`src/rtl/uart_top_module.sv`:
```
// rtl/uart_top_module.sv - 32-bit-word UART (baud tick, framed Tx, loopback Rx); UART_ODD_PARITY_EN selects odd parity
module uart_top_module #(
    parameter int CLKS_PER_BIT = 1302
) (
    input  logic        Clock_In,
    input  logic        Reset,
    input  logic [31:0] Data_In,
    input  logic        Tx_start,
    output logic        Tx_dataOut,
    output logic        Baud_Clk,
    output logic        Load,
    output logic        Shift,
    output logic        S0,
    output logic        S1,
    output logic        Data_Bit,
    output logic        Parity_Bit,
    output logic        DeStart_Bit,
    output logic        Shift1,
    output logic        Check_Stop,
    output logic        Load1,
    output logic [31:0] Rx_data,
    output logic [31:0] Rx_dataOut,
    output logic        Parity_Error,
    output logic        Stop_Error
);
    localparam int CW = $clog2(CLKS_PER_BIT);
    localparam logic [CW-1:0] LAST = CW'(CLKS_PER_BIT - 1);
    localparam logic [CW-1:0] HALF_LAST = CW'(CLKS_PER_BIT / 2 - 1);

    typedef enum logic [2:0] {ST_IDLE, ST_START, ST_DATA, ST_PARITY, ST_STOP} state_t;

    function automatic logic word_parity(input logic [31:0] w);
`ifdef UART_ODD_PARITY_EN
        return ~^w;
`else
        return ^w;
`endif
    endfunction

    logic [CW-1:0] baud_cnt;
    state_t        tx_state;
    logic [31:0]   tx_shreg;
    logic [4:0]    tx_bit_cnt;
    state_t        rx_state;
    logic [CW-1:0] rx_cnt;
    logic [4:0]    rx_bit_cnt;

    always_ff @(posedge Clock_In or posedge Reset) begin
        if (Reset)
            baud_cnt <= '0;
        else if (baud_cnt == LAST)
            baud_cnt <= '0;
        else
            baud_cnt <= baud_cnt + 1'b1;
    end

    assign Baud_Clk = (baud_cnt == LAST);
    assign Data_Bit = tx_shreg[0];

    always_ff @(posedge Clock_In or posedge Reset) begin
        if (Reset) begin
            tx_state   <= ST_IDLE;
            tx_shreg   <= '0;
            tx_bit_cnt <= '0;
            Load       <= 1'b0;
            Shift      <= 1'b0;
            S1         <= 1'b0;
            S0         <= 1'b0;
            Parity_Bit <= 1'b0;
        end else begin
            Load  <= 1'b0;
            Shift <= 1'b0;
            if (Baud_Clk) begin
                case (tx_state)
                    ST_IDLE, ST_STOP: begin
                        // STOP with Tx_start still high chains straight into the next START
                        if (Tx_start) begin
                            Load       <= 1'b1;
                            tx_shreg   <= Data_In;
                            Parity_Bit <= word_parity(Data_In);
                            {S1, S0}   <= 2'b01;
                            tx_state   <= ST_START;
                        end else begin
                            {S1, S0}   <= 2'b00;
                            tx_state   <= ST_IDLE;
                        end
                    end
                    ST_START: begin
                        {S1, S0}   <= 2'b10;
                        tx_bit_cnt <= '0;
                        tx_state   <= ST_DATA;
                    end
                    ST_DATA: begin
                        Shift      <= 1'b1;
                        tx_shreg   <= {1'b0, tx_shreg[31:1]};
                        tx_bit_cnt <= tx_bit_cnt + 1'b1;
                        if (tx_bit_cnt == 5'd31) begin
                            {S1, S0} <= 2'b11;
                            tx_state <= ST_PARITY;
                        end
                    end
                    ST_PARITY: begin
                        {S1, S0} <= 2'b00;
                        tx_state <= ST_STOP;
                    end
                    default: begin
                        {S1, S0} <= 2'b00;
                        tx_state <= ST_IDLE;
                    end
                endcase
            end
        end
    end

    always_ff @(posedge Clock_In or posedge Reset) begin
        if (Reset)
            Tx_dataOut <= 1'b1;
        else begin
            case ({S1, S0})
                2'b00:   Tx_dataOut <= 1'b1;
                2'b01:   Tx_dataOut <= 1'b0;
                2'b10:   Tx_dataOut <= tx_shreg[0];
                default: Tx_dataOut <= Parity_Bit;
            endcase
        end
    end

    always_ff @(posedge Clock_In or posedge Reset) begin
        if (Reset) begin
            rx_state     <= ST_IDLE;
            rx_cnt       <= '0;
            rx_bit_cnt   <= '0;
            DeStart_Bit  <= 1'b0;
            Shift1       <= 1'b0;
            Check_Stop   <= 1'b0;
            Load1        <= 1'b0;
            Rx_data      <= '0;
            Rx_dataOut   <= '0;
            Parity_Error <= 1'b0;
            Stop_Error   <= 1'b0;
        end else begin
            DeStart_Bit <= 1'b0;
            Shift1      <= 1'b0;
            Check_Stop  <= 1'b0;
            Load1       <= 1'b0;
            if (Check_Stop) begin
                Load1      <= 1'b1;
                Rx_dataOut <= Rx_data;
            end
            case (rx_state)
                ST_IDLE: begin
                    if (!Tx_dataOut) begin
                        rx_cnt   <= '0;
                        rx_state <= ST_START;
                    end
                end
                ST_START: begin
                    // Resample half a bit later; a high line here is a glitch, not a frame
                    if (rx_cnt == HALF_LAST) begin
                        rx_cnt <= '0;
                        if (!Tx_dataOut) begin
                            DeStart_Bit <= 1'b1;
                            rx_bit_cnt  <= '0;
                            rx_state    <= ST_DATA;
                        end else begin
                            rx_state    <= ST_IDLE;
                        end
                    end else begin
                        rx_cnt <= rx_cnt + 1'b1;
                    end
                end
                ST_DATA: begin
                    if (rx_cnt == LAST) begin
                        rx_cnt     <= '0;
                        Shift1     <= 1'b1;
                        Rx_data    <= {Tx_dataOut, Rx_data[31:1]};
                        rx_bit_cnt <= rx_bit_cnt + 1'b1;
                        if (rx_bit_cnt == 5'd31)
                            rx_state <= ST_PARITY;
                    end else begin
                        rx_cnt <= rx_cnt + 1'b1;
                    end
                end
                ST_PARITY: begin
                    if (rx_cnt == LAST) begin
                        rx_cnt       <= '0;
                        Parity_Error <= (Tx_dataOut != word_parity(Rx_data));
                        rx_state     <= ST_STOP;
                    end else begin
                        rx_cnt <= rx_cnt + 1'b1;
                    end
                end
                default: begin
                    if (rx_cnt == LAST) begin
                        rx_cnt     <= '0;
                        Check_Stop <= 1'b1;
                        Stop_Error <= ~Tx_dataOut;
                        rx_state   <= ST_IDLE;
                    end else begin
                        rx_cnt <= rx_cnt + 1'b1;
                    end
                end
            endcase
        end
    end
endmodule

```
`config.mk`:
```
export PLATFORM = sky130hd
export DESIGN_NAME = uart_top_module
export DESIGN_NICKNAME = d
export VERILOG_FILES = /design/src/rtl/uart_top_module.sv
export SDC_FILE = /design/constraint.sdc
export NUM_CORES = 1
export LEC_CHECK = 0
export BUFFER_PORTS_ARGS = -buffer_cell sky130_fd_sc_hd__buf_2
export CORE_AREA = 2 2 119 121
export DETAILED_ROUTE_END_ITERATION = 16
export DIE_AREA = 0 0 121 123
export GPL_ROUTABILITY_DRIVEN = 0
export PLACE_DENSITY = 0.79
export SETUP_SLACK_MARGIN = 0.5
export SKIP_CTS_REPAIR_TIMING = 1
export SYNTH_ARGS = -nofsm -noshare
export SYNTH_HDL_FRONTEND = slang
export SYNTH_SLANG_ARGS = --single-unit
```
`constraint.sdc`:
```
create_clock -name Clock_In -period 4.5 [get_ports Clock_In]
set_input_delay 0.9 -clock Clock_In [delete_from_list [all_inputs] [get_ports Clock_In]]
set_output_delay 0.9 -clock Clock_In [all_outputs]
set_load 0.03 [all_outputs]
```
==> results of run 1 <==
==> worst paths after layout <==
| check | to | cells past startpoint | from | slack, ps |
|---|---|---|---|---|
| worst max-delay path | Baud_Clk | 4 | baud_cnt[5] | 1260 |
| worst min-delay path | tx_shreg[4] | 2 | tx_shreg[4] | 480 |
| worst max register to register | rx_bit_cnt[2] | 8 | rx_cnt[1] | 1610 |
| worst min register to register | tx_shreg[4] | 2 | tx_shreg[4] | 480 |
| max in group asynchronous | Tx_dataOut | 3 | Reset | 2840 |
| min in group asynchronous | rx_cnt[0] | 2 | Reset | 750 |
==> power groups by stage <==
stage,logic [mW],clock network (mW),registers [mW]
floorplan,0.0999,0,1.34
global placement,0.143,0,1.34
detailed placement,0.143,0,1.34
CTS,0.144,1.46,1.32
global route,0.159,1.51,1.32
finish,0.140,1.43,1.32
==> kinds of logic (layout without fill, tap and decap cells) <==
| family | count (synthesis) | after routing |
|---|---|---|
| muxes | 66 | 66 |
| xor gates and xnor gates | 73 | 73 |
| and+or+nand+nor | 235 | 235 |
| adders and majority gates | 9 | 9 |
| DFF | 146 | 146 |
| buffers and inverters | 39 | 158 |
| AOI/OAI and AO/OA | 87 | 87 |
==> critical path: stages (launching register included) <==
cell	delay, ps
dfrtp_1	420
nor4b_1	310
nand4_1	440
inv_1	470
buf_2	280
==> final cells by class <==
class | instances | share of cell area, %
flip-flops and latches | 146 | 44.8
multi-input cells | 470 | 36.9
repair buffers | 118 | 7.58
clock buffers | 22 | 5.82
well taps | 180 | 2.76
clock inverters | 8 | 1.58
inverters | 10 | 0.506
==> sequential cells by signal, summed over array words and instances (netlist names), 3 cells and up <==
name and flops:
tx_bit_cnt 5, baud_cnt 11, tx_state 3, Rx_dataOut 32
rx_cnt 11, tx_shreg 32, rx_bit_cnt 5, rx_state 3
Rx_data 32
==> metrics by stage <==
step	power [mW]	util (%)	worst slack [ps]	instances
floorplan	1.44	-	1770	655
global placement	1.48	55.5	1660	924
detailed placement	1.48	55.5	1610	924
CTS	2.92	59.9	1230	954
global route	2.99	59.9	1090	954
finish	2.89	59.9	1260	954
==> cell usage after synthesis, types with 2 or more instances <==
cell,n
nand2_1,154
clkbuf_1,17
nor3_1,7
o21ai_0,55
mux2_2,33
nand3_1,15
nor2b_1,5
a21oi_1,16
dfrtp_1,145
ha_1,9
mux2i_1,32
nand4bb_1,3
nor4b_1,4
xnor2_1,58
a22o_1,3
and3_1,6
buf_1,4
nand4_1,2
xor2_1,14
nand2b_1,5
inv_1,8
nor2_1,26
a21o_1,2
nor4_1,2
buf_4,2
o31ai_1,4
buf_2,6
==> per-layer routing <==
metal,vias to the layer above,track usage [%],wire length (µm)
li1,2405,-,-
met1,2359,25.6,6130
met2,106,31.0,6490
met3,13,6.27,736
met4,0,7.70,180
met5,-,0,0
==> layout by cell type, fill, tap and decap left out, types with 3 or more instances in the layout <==
master	Yosys	final
o31ai_1	4	4
dfrtp_1	145	145
nand2b_1	5	5
nor4b_1	4	4
buf_2	6	112
mux2i_1	32	32
nor3_1	7	7
buf_4	2	5
and3_1	6	6
clkbuf_8	0	3
mux2_2	33	33
a22o_1	3	3
nor2b_1	5	5
a21oi_1	16	16
nand3_1	15	15
ha_1	9	9
nor2_1	26	26
nand2_1	154	154
clkinv_4	0	3
xnor2_1	58	58
clkbuf_16	0	17
xor2_1	14	14
bufinv_16	0	3
inv_1	8	7
o21ai_0	55	55
nand4bb_1	3	3
==> flow_summary.toml, run 1 <==
[yosys]
syn_avg_cell_area_um2 = 10.4
synth_nets = 699
synth_area_leader_cell = "dfrtp_1"
synth_top_family_by_area = "simple AND/OR/NAND/NOR gates"
synth-edff-count = 0
syn_area_mm2 = 0.00683
ys_types = 45
synth_top_cell_area_share_pct = 53.2
synthArstFlopShare_pct = 100
yosys.area_share.simple_pct = 15.3
ys_seq_elements = 146
synth_cells = 655
ys_warn_count = 0
muxShareOfSynthArea_pct = 10.4
synth_compound_area_share_pct = 7.24
ys.flop_type = "dfrtp_1"
yosysSeqAreaShare_pct = 53.5
synth_fa_ha_area_share_pct = 1.65
synthXorXnorAreaFrac_pct = 9.57
synthTopCellsByArea = "dfrtp_1, nand2_1, xnor2_1"

[worst_setup_path]
arrival_ps = 2340
worst-setup-path-type = "reg -> out"
critPathCaptureType = "output port"
critical_path_peak_fanout = 12
worst_setup_path_start_kind = "flop"
required_ps = 3600

[pwr]
vdd_drop_max_uv = 217
pwr-share-comb_pct = 4.9
p_seq_share_pct = 45.6
p_sw_share_pct = 20.6
p_sw_uw = 595
total_leakage_power_nw = 4.30
powerDensity_mw_per_mm2 = 354
clkPwrFrac_pct = 49.5
intPower_mw = 2.29

[clock_tree]
cts_tree = "built"
clk_latency_ps = 420
htreeDepth = 4
cts.sinks = 146
cts_made_buffers = 17
cts_root_buffer = "clkbuf_16"
clockBufferDepth = 2
clkTransAtPathRegs_ps = 60

[floorplanning]
rows = 43
dieWidth_um = 121
coreArea_mm2 = 0.0136
start_util_pct = 50.2
fp.dieH_um = 123
die_area_mm2 = 0.0149
ios = 113

[sta]
fin_setup_tns_ps = 0
period_needed_ps = 3240
rsz0062_at_grt = "false"
fin_skew_ps = 5.30
max_freq_mhz = 308
fin_crit_sh_pct = 72.1
tightest_slew_ps = 1120
slew_headroom_pct = 25.4
setup_viol = 0
drv_slew = 0
hold_viol_final = 0
hold_slack_ps = 478

[drt]
via_count = 4883
drtPass1Iterations = 4
drc_errors = 0
postRouteAntennaNets = 0
wl_mm = 13.5
wl_per_cell_um = 14.2
drt_iter0_markers = 237
via_per_inst = 5.12

[layout]
multi_input_area_mm2 = 0.00301
area_growth_pct = 19.4
n_antenna_cell = 0
nFillCells = 1138
drive_above_1_share_pct = 24.0
nets = 807
stdcell_area_mm2 = 0.00815
seqCellArea_mm2 = 0.00365

[global_routing]
grt-ovfl-total = 0
first_global_vias = 4849
track_usage_pct = 19.7
grt_max_degree = 73
antenna_found_initial = 0
grt_pass1_wl_mm = 23.3

[place]
post-dp-hpwl_mm = 9.08
portBuffers = 112
post_dp_cell_area_mm2 = 0.00755

[run_status]
status = "finished clean"

[flow_run]
maxCapViolations = 0

[worst_hold_path]
min_path_type = "reg -> reg"
(Power assumes the default switching activity.)
==> run 2, diff against run 1 <==
==> constraint.sdc (replaced) <==
create_clock -name Clock_In -period 2.91 [get_ports Clock_In]
set_input_delay 0.582 -clock Clock_In [delete_from_list [all_inputs] [get_ports Clock_In]]
set_output_delay 0.582 -clock Clock_In [all_outputs]
set_load 0.03 [all_outputs]
==> flow_summary.toml, run 2 (synthesized netlist as in run 1, its figures left out) <==
[sta]
setup_viol = 0
tightest_slew_ps = 617
hold_viol_final = 0
max_freq_mhz = 423
rsz0062_at_grt = "true"
period_needed_ps = 2360
slew_headroom_pct = 58.8
hold_slack_ps = 237
drv_slew = 0
fin_setup_tns_ps = 0
fin_skew_ps = 8.66
fin_crit_sh_pct = 81.2
fin_ws_ps = 548

[floorplanning]
coreArea_mm2 = 0.0136
start_util_pct = 50.2
rows = 43
ios = 113
fp.dieH_um = 123
dieWidth_um = 121
die_area_mm2 = 0.0149

[clock_tree]
clockBufferDepth = 2
cts.sinks = 146
cts_root_buffer = "clkbuf_16"
cts_made_buffers = 17
clkTransAtPathRegs_ps = 60
htreeDepth = 4
clk_latency_ps = 420
cts_tree = "built"

[global_routing]
grt_pass1_wl_mm = 23.3
antenna_found_initial = 0
track_usage_pct = 19.8
grt_max_degree = 79
grt-ovfl-total = 0
first_global_vias = 4808

[pwr]
p_sw_share_pct = 22.6
p_seq_share_pct = 48.1
pwr-share-comb_pct = 5.2
powerDensity_mw_per_mm2 = 518
p_sw_uw = 956
vdd_drop_max_uv = 415
total_leakage_power_nw = 4.29
clkPwrFrac_pct = 46.7
intPower_mw = 3.27

[worst_setup_path]
arrival_ps = 1780
path_cells = "nor4b_2 -> nand4_1 -> buf_4 -> clkinvlp_4 -> clkbuf_4"
cp.buffers_inverters = 3
critPathCaptureType = "output port"
critical_path_peak_fanout = 11
cp_slowest_cell = "dfrtp_1"
worst-setup-path-type = "reg -> out"
critical_path.top_delay_family = "buffers and inverters"
slowest_delay_ps = 420
required_ps = 2330
worst_setup_path_start_kind = "flop"

[worst_hold_path]
min_path_type = "in -> async"

[place]
dp_slack_ps = 689
post-dp-hpwl_mm = 9.29
portBuffers = 112
post_dp_cell_area_mm2 = 0.00758

[drt]
wl_mm = 13.7
postRouteAntennaNets = 0
drtPass1Iterations = 5
drc_errors = 0
drt_iter0_markers = 351
via_per_inst = 5.10
wl_per_cell_um = 14.3
via_count = 4902

[layout]
drive_above_1_share_pct = 25.1
stdcell_area_mm2 = 0.00816
final_common_cell = "nand2_1"
nets = 813
n_antenna_cell = 0
area_growth_pct = 19.5
utilization_pct = 60.0
mostFrequentLayoutCells = "nand2_1, dfrtp_1, buf_2, xnor2_1, o21ai_0"
largestRegisters = "Rx_dataOut x32, Rx_data x32, tx_shreg x32"

[run_status]
status = "finished clean"

[flow_run]
maxCapViolations = 0
-- run 2: final timing paths --
path / from / end / slack [ps] / cells after the start
worst max-delay path: baud_cnt[7] / Baud_Clk / 550 / 5
worst min-delay path: Reset / baud_cnt[1] / 240 / 2
worst max register to register: rx_cnt[0] / rx_bit_cnt[0] / 770 / 8
worst min register to register: tx_shreg[12] / tx_shreg[12] / 480 / 2
max in group asynchronous: Reset / Tx_dataOut / 1900 / 3
min in group Clock_In: Data_In[31] / tx_shreg[31] / 440 / 2
-- run 2: final cells by class --
cell class | instances | area [µm²]
multi-input cells | 470 | 3020
inverters | 10 | 46.3
fillers | 1125 | 5450
clock buffers | 21 | 460
repair buffers | 124 | 678
flip-flops and latches | 146 | 3650
clock inverters | 11 | 78.8
well taps | 180 | 225
-- run 2: worst register-to-register path: stages, from the launching register on --
cell	delay [ps]
dfrtp_1	420
inv_1	120
ha_1	160
nand4bb_1	100
nor4_1	390
nand2_1	100
a21o_1	220
o21bai_1	230
mux2_4	290
-- run 2: power groups by stage --
stage	Combinational, mW	Sequential [mW]	Clock (mW)
after CTS	0.227	2.03	2.01
after global placement	0.223	2.07	0
after floorplan	0.154	2.07	0
after global routing	0.251	2.03	2.11
final	0.220	2.04	1.97
after detailed placement	0.224	2.07	0
-- run 2: metal layers --
| metal | global-route usage [%] | wire, µm | part of all wire, % | vias to the layer above |
|---|---|---|---|---|
| li1 | - | - | - | 2430 |
| met1 | 26.3 | 6300 | 46 | 2355 |
| met2 | 30.9 | 6450 | 47 | 104 |
| met3 | 6.46 | 812 | 5.9 | 13 |
| met4 | 6.69 | 188 | 1.4 | 0 |
| met5 | 0 | 0 | 0 | - |
-- run 2: per-stage QoR --
step / cells / power, mW
4_1_cts: 958 / 4.27
6_report: 962 / 4.23
5_1_grt: 962 / 4.39
2_1_floorplan: 655 / 2.23
3_5_place_dp: 926 / 2.30
3_3_place_gp: 926 / 2.30
==> run 3, diff against run 2 <==
--- a/config.mk
+++ b/config.mk
@@ -5,12 +5,13 @@
 export SDC_FILE = /design/constraint.sdc
 export NUM_CORES = 1
 export LEC_CHECK = 0
+export ABC_AREA = 1
 export BUFFER_PORTS_ARGS = -buffer_cell sky130_fd_sc_hd__buf_2
-export CORE_AREA = 2 2 119 121
+export CORE_AREA = 2 2 118 120
 export DETAILED_ROUTE_END_ITERATION = 16
-export DIE_AREA = 0 0 121 123
+export DIE_AREA = 0 0 120 122
 export GPL_ROUTABILITY_DRIVEN = 0
-export PLACE_DENSITY = 0.79
+export PLACE_DENSITY = 0.84
 export SETUP_SLACK_MARGIN = 0.5
 export SKIP_CTS_REPAIR_TIMING = 1
 export SYNTH_ARGS = -nofsm -noshare
==> constraint.sdc (replaced) <==
create_clock -name Clock_In -period 2.2 [get_ports Clock_In]
set_input_delay 0.44 -clock Clock_In [delete_from_list [all_inputs] [get_ports Clock_In]]
set_output_delay 0.44 -clock Clock_In [all_outputs]
set_load 0.03 [all_outputs]
==> flow_summary.toml, run 3 <==
[run_status]
status = "finished clean"

[worst_setup_path]
critPathLaunch = "baud_cnt[1]"
required_ps = 1760
arrival_ps = 1640
critical_path_peak_fanout = 4
r2r_setup_slack_ps = 180
rr_worst_depth = 9
worst_setup_path_start_kind = "flop"
r2r-end = "rx_cnt[7]"
crit_end = "Baud_Clk"
r2r-start = "rx_cnt[1]"
worst-setup-path-type = "reg -> out"
cp_slowest_cell = "dfrtp_1"
path_cells = "inv_1 -> ha_2 -> nand2_2 -> nor3_4 -> nand2_2 -> inv_2 -> buf_6"
critPathCaptureType = "output port"
crit_top_cell = "nand2_2"
slowest_delay_ps = 380

[yosys]
synth_area_leader_cell = "dfrtp_1"
synth-edff-count = 0
synthTopCellsByArea = "dfrtp_1, nand2_1, inv_1"
synth_nets = 971
synthTopCellsByCount = "nand2_1, dfrtp_1, inv_1"
ys_warn_count = 0
yosysSeqAreaShare_pct = 48.1
synthArstFlopShare_pct = 100
synth_cells = 927
ys_types = 38
syn_area_mm2 = 0.00759
syn_avg_cell_area_um2 = 8.19
synth_top_cell_area_share_pct = 47.8
post-synth-top-count-cell = "nand2_1"
ys.flop_type = "dfrtp_1"
ys_seq_elements = 146

[floorplanning]
rows = 43
dieWidth_um = 120
coreArea_mm2 = 0.0135
start_util_pct = 56.2
fp.dieH_um = 122
ios = 113
die_area_mm2 = 0.0146

[layout]
largestRegisters = "Rx_dataOut x32, Rx_data x32, tx_shreg x32"
nFillCells = 878
n_antenna_cell = 0
drive_above_1_share_pct = 29.4
final_cell_count_no_fill = 1286
area_growth_pct = 32.1
mostFrequentLayoutCells = "nand2_1, dfrtp_1, buf_2, inv_1, nor2_1"
nets = 1137
final_common_cell = "nand2_1"

[sta]
period_needed_ps = 2080
setup_viol = 0
hold_viol_final = 0
fin_crit_sh_pct = 94.7
fin_ws_ps = 117
fin_setup_tns_ps = 0
tightest_slew_ps = 442
drv_slew = 0
fin_skew_ps = 9.96
max_freq_mhz = 480
slew_headroom_pct = 70.4
rsz0062_at_grt = "true"

[drt]
postRouteAntennaNets = 0
via_count = 7047
wl_mm = 20.3
drt_iter0_markers = 469
via_per_inst = 5.48
drtPass1Iterations = 5
wl_per_cell_um = 15.8
drc_errors = 0

[place]
dpl.cell_count = 1200
post-dp-hpwl_mm = 11.3
dp_slack_ps = 351
portBuffers = 112

[flow_run]
maxCapViolations = 0

[clock_tree]
cts_tree = "built"
htreeDepth = 4
cts.sinks = 146
clockBufferDepth = 2
cts_made_buffers = 17
cts_root_buffer = "clkbuf_16"
clkTransAtPathRegs_ps = 60
clk_latency_ps = 430

[pwr]
vdd_drop_max_uv = 348
power_mw = 5.77
total_leakage_power_nw = 5.01
powerDensity_mw_per_mm2 = 576

[global_routing]
gr-usage-met3_pct = 5.24
grt-ovfl-total = 0
track_usage_pct = 22.8
grt_max_degree = 55
antenna_found_initial = 0
use_met1_pct = 28.6
grt.busiest_layer = "met2"
grt_pass1_wl_mm = 26.8
gr-usage-met2_pct = 38.2
first_global_vias = 5879

[worst_hold_path]
min_path_type = "in -> async"
-- run 3: area by class of cell --
class                      count  area [µm²]  area share [%]
timing repair buffer         174        1360            13.6
clock inverter                13         115            1.15
inverter                      86         338            3.37
clock buffer                  19         433            4.32
sequential                   146        3670            36.6
multi-input combinational    668        3880            38.7
tap                          180         225            2.25
-- run 3: stage by stage --
| step | hold WS, ps | instance area, µm² | util [%] |
|---|---|---|---|
| 2_1_floorplan | 453 | 7600 | - |
| 3_3_place_gp | 467 | 8390 | 62.1 |
| 3_5_place_dp | 473 | 8390 | 62.1 |
| 4_1_cts | 29.9 | 8930 | 66.2 |
| 5_1_grt | 47.8 | 10000 | 74.3 |
| 6_report | 24.4 | 10000 | 74.3 |
-- run 3: how the worst min path moves through the flow --
stage	to	slack (ps)	depth (start not counted)
2_1_floorplan	tx_shreg[10]	450	2
4_1_cts	baud_cnt[10]	30	2
5_1_grt	tx_bit_cnt[3]	50	2
3_5_place_dp	tx_shreg[10]	470	2
3_3_place_gp	tx_shreg[10]	470	2
6_report	tx_bit_cnt[3]	20	2
-- run 3: layer usage --
layer | vias to the layer above | share of wire (%)
met1 | 3358 | 39
met2 | 287 | 51
met4 | 0 | 4.3
li1 | 3316 | -
met5 | - | 0
met3 | 86 | 5.9
-- run 3: cells by family (layout without fill, tap and decap cells) --
kind of cell	after synthesis	after routing	synth area share, %
xor gates and xnor gates	64	64	7.38
adders and majority gates	9	9	1.48
and+or+nand+nor	437	439	23.9
DFF	146	146	48.1
muxes	35	35	4.68
buffers and inverters	115	292	5.95
AOI/OAI and AO/OA	121	121	8.48
-- run 3: worst max-delay path: cells and delay by family (launching register included) --
kind,cells,cell delay (ps)
adder cells (fa/ha/maj),1,180
AND/OR/NAND/NOR,3,390
flip-flops,1,380
buffers and inverters,3,260
-- run 3: power by group --
| group | switching [mW] | internal [mW] |
|---|---|---|
| Clock | 1.16 | 1.55 |
| Sequential | 0.00801 | 2.69 |
| Combinational | 0.229 | 0.134 |
| Total | 1.40 | 4.38 |
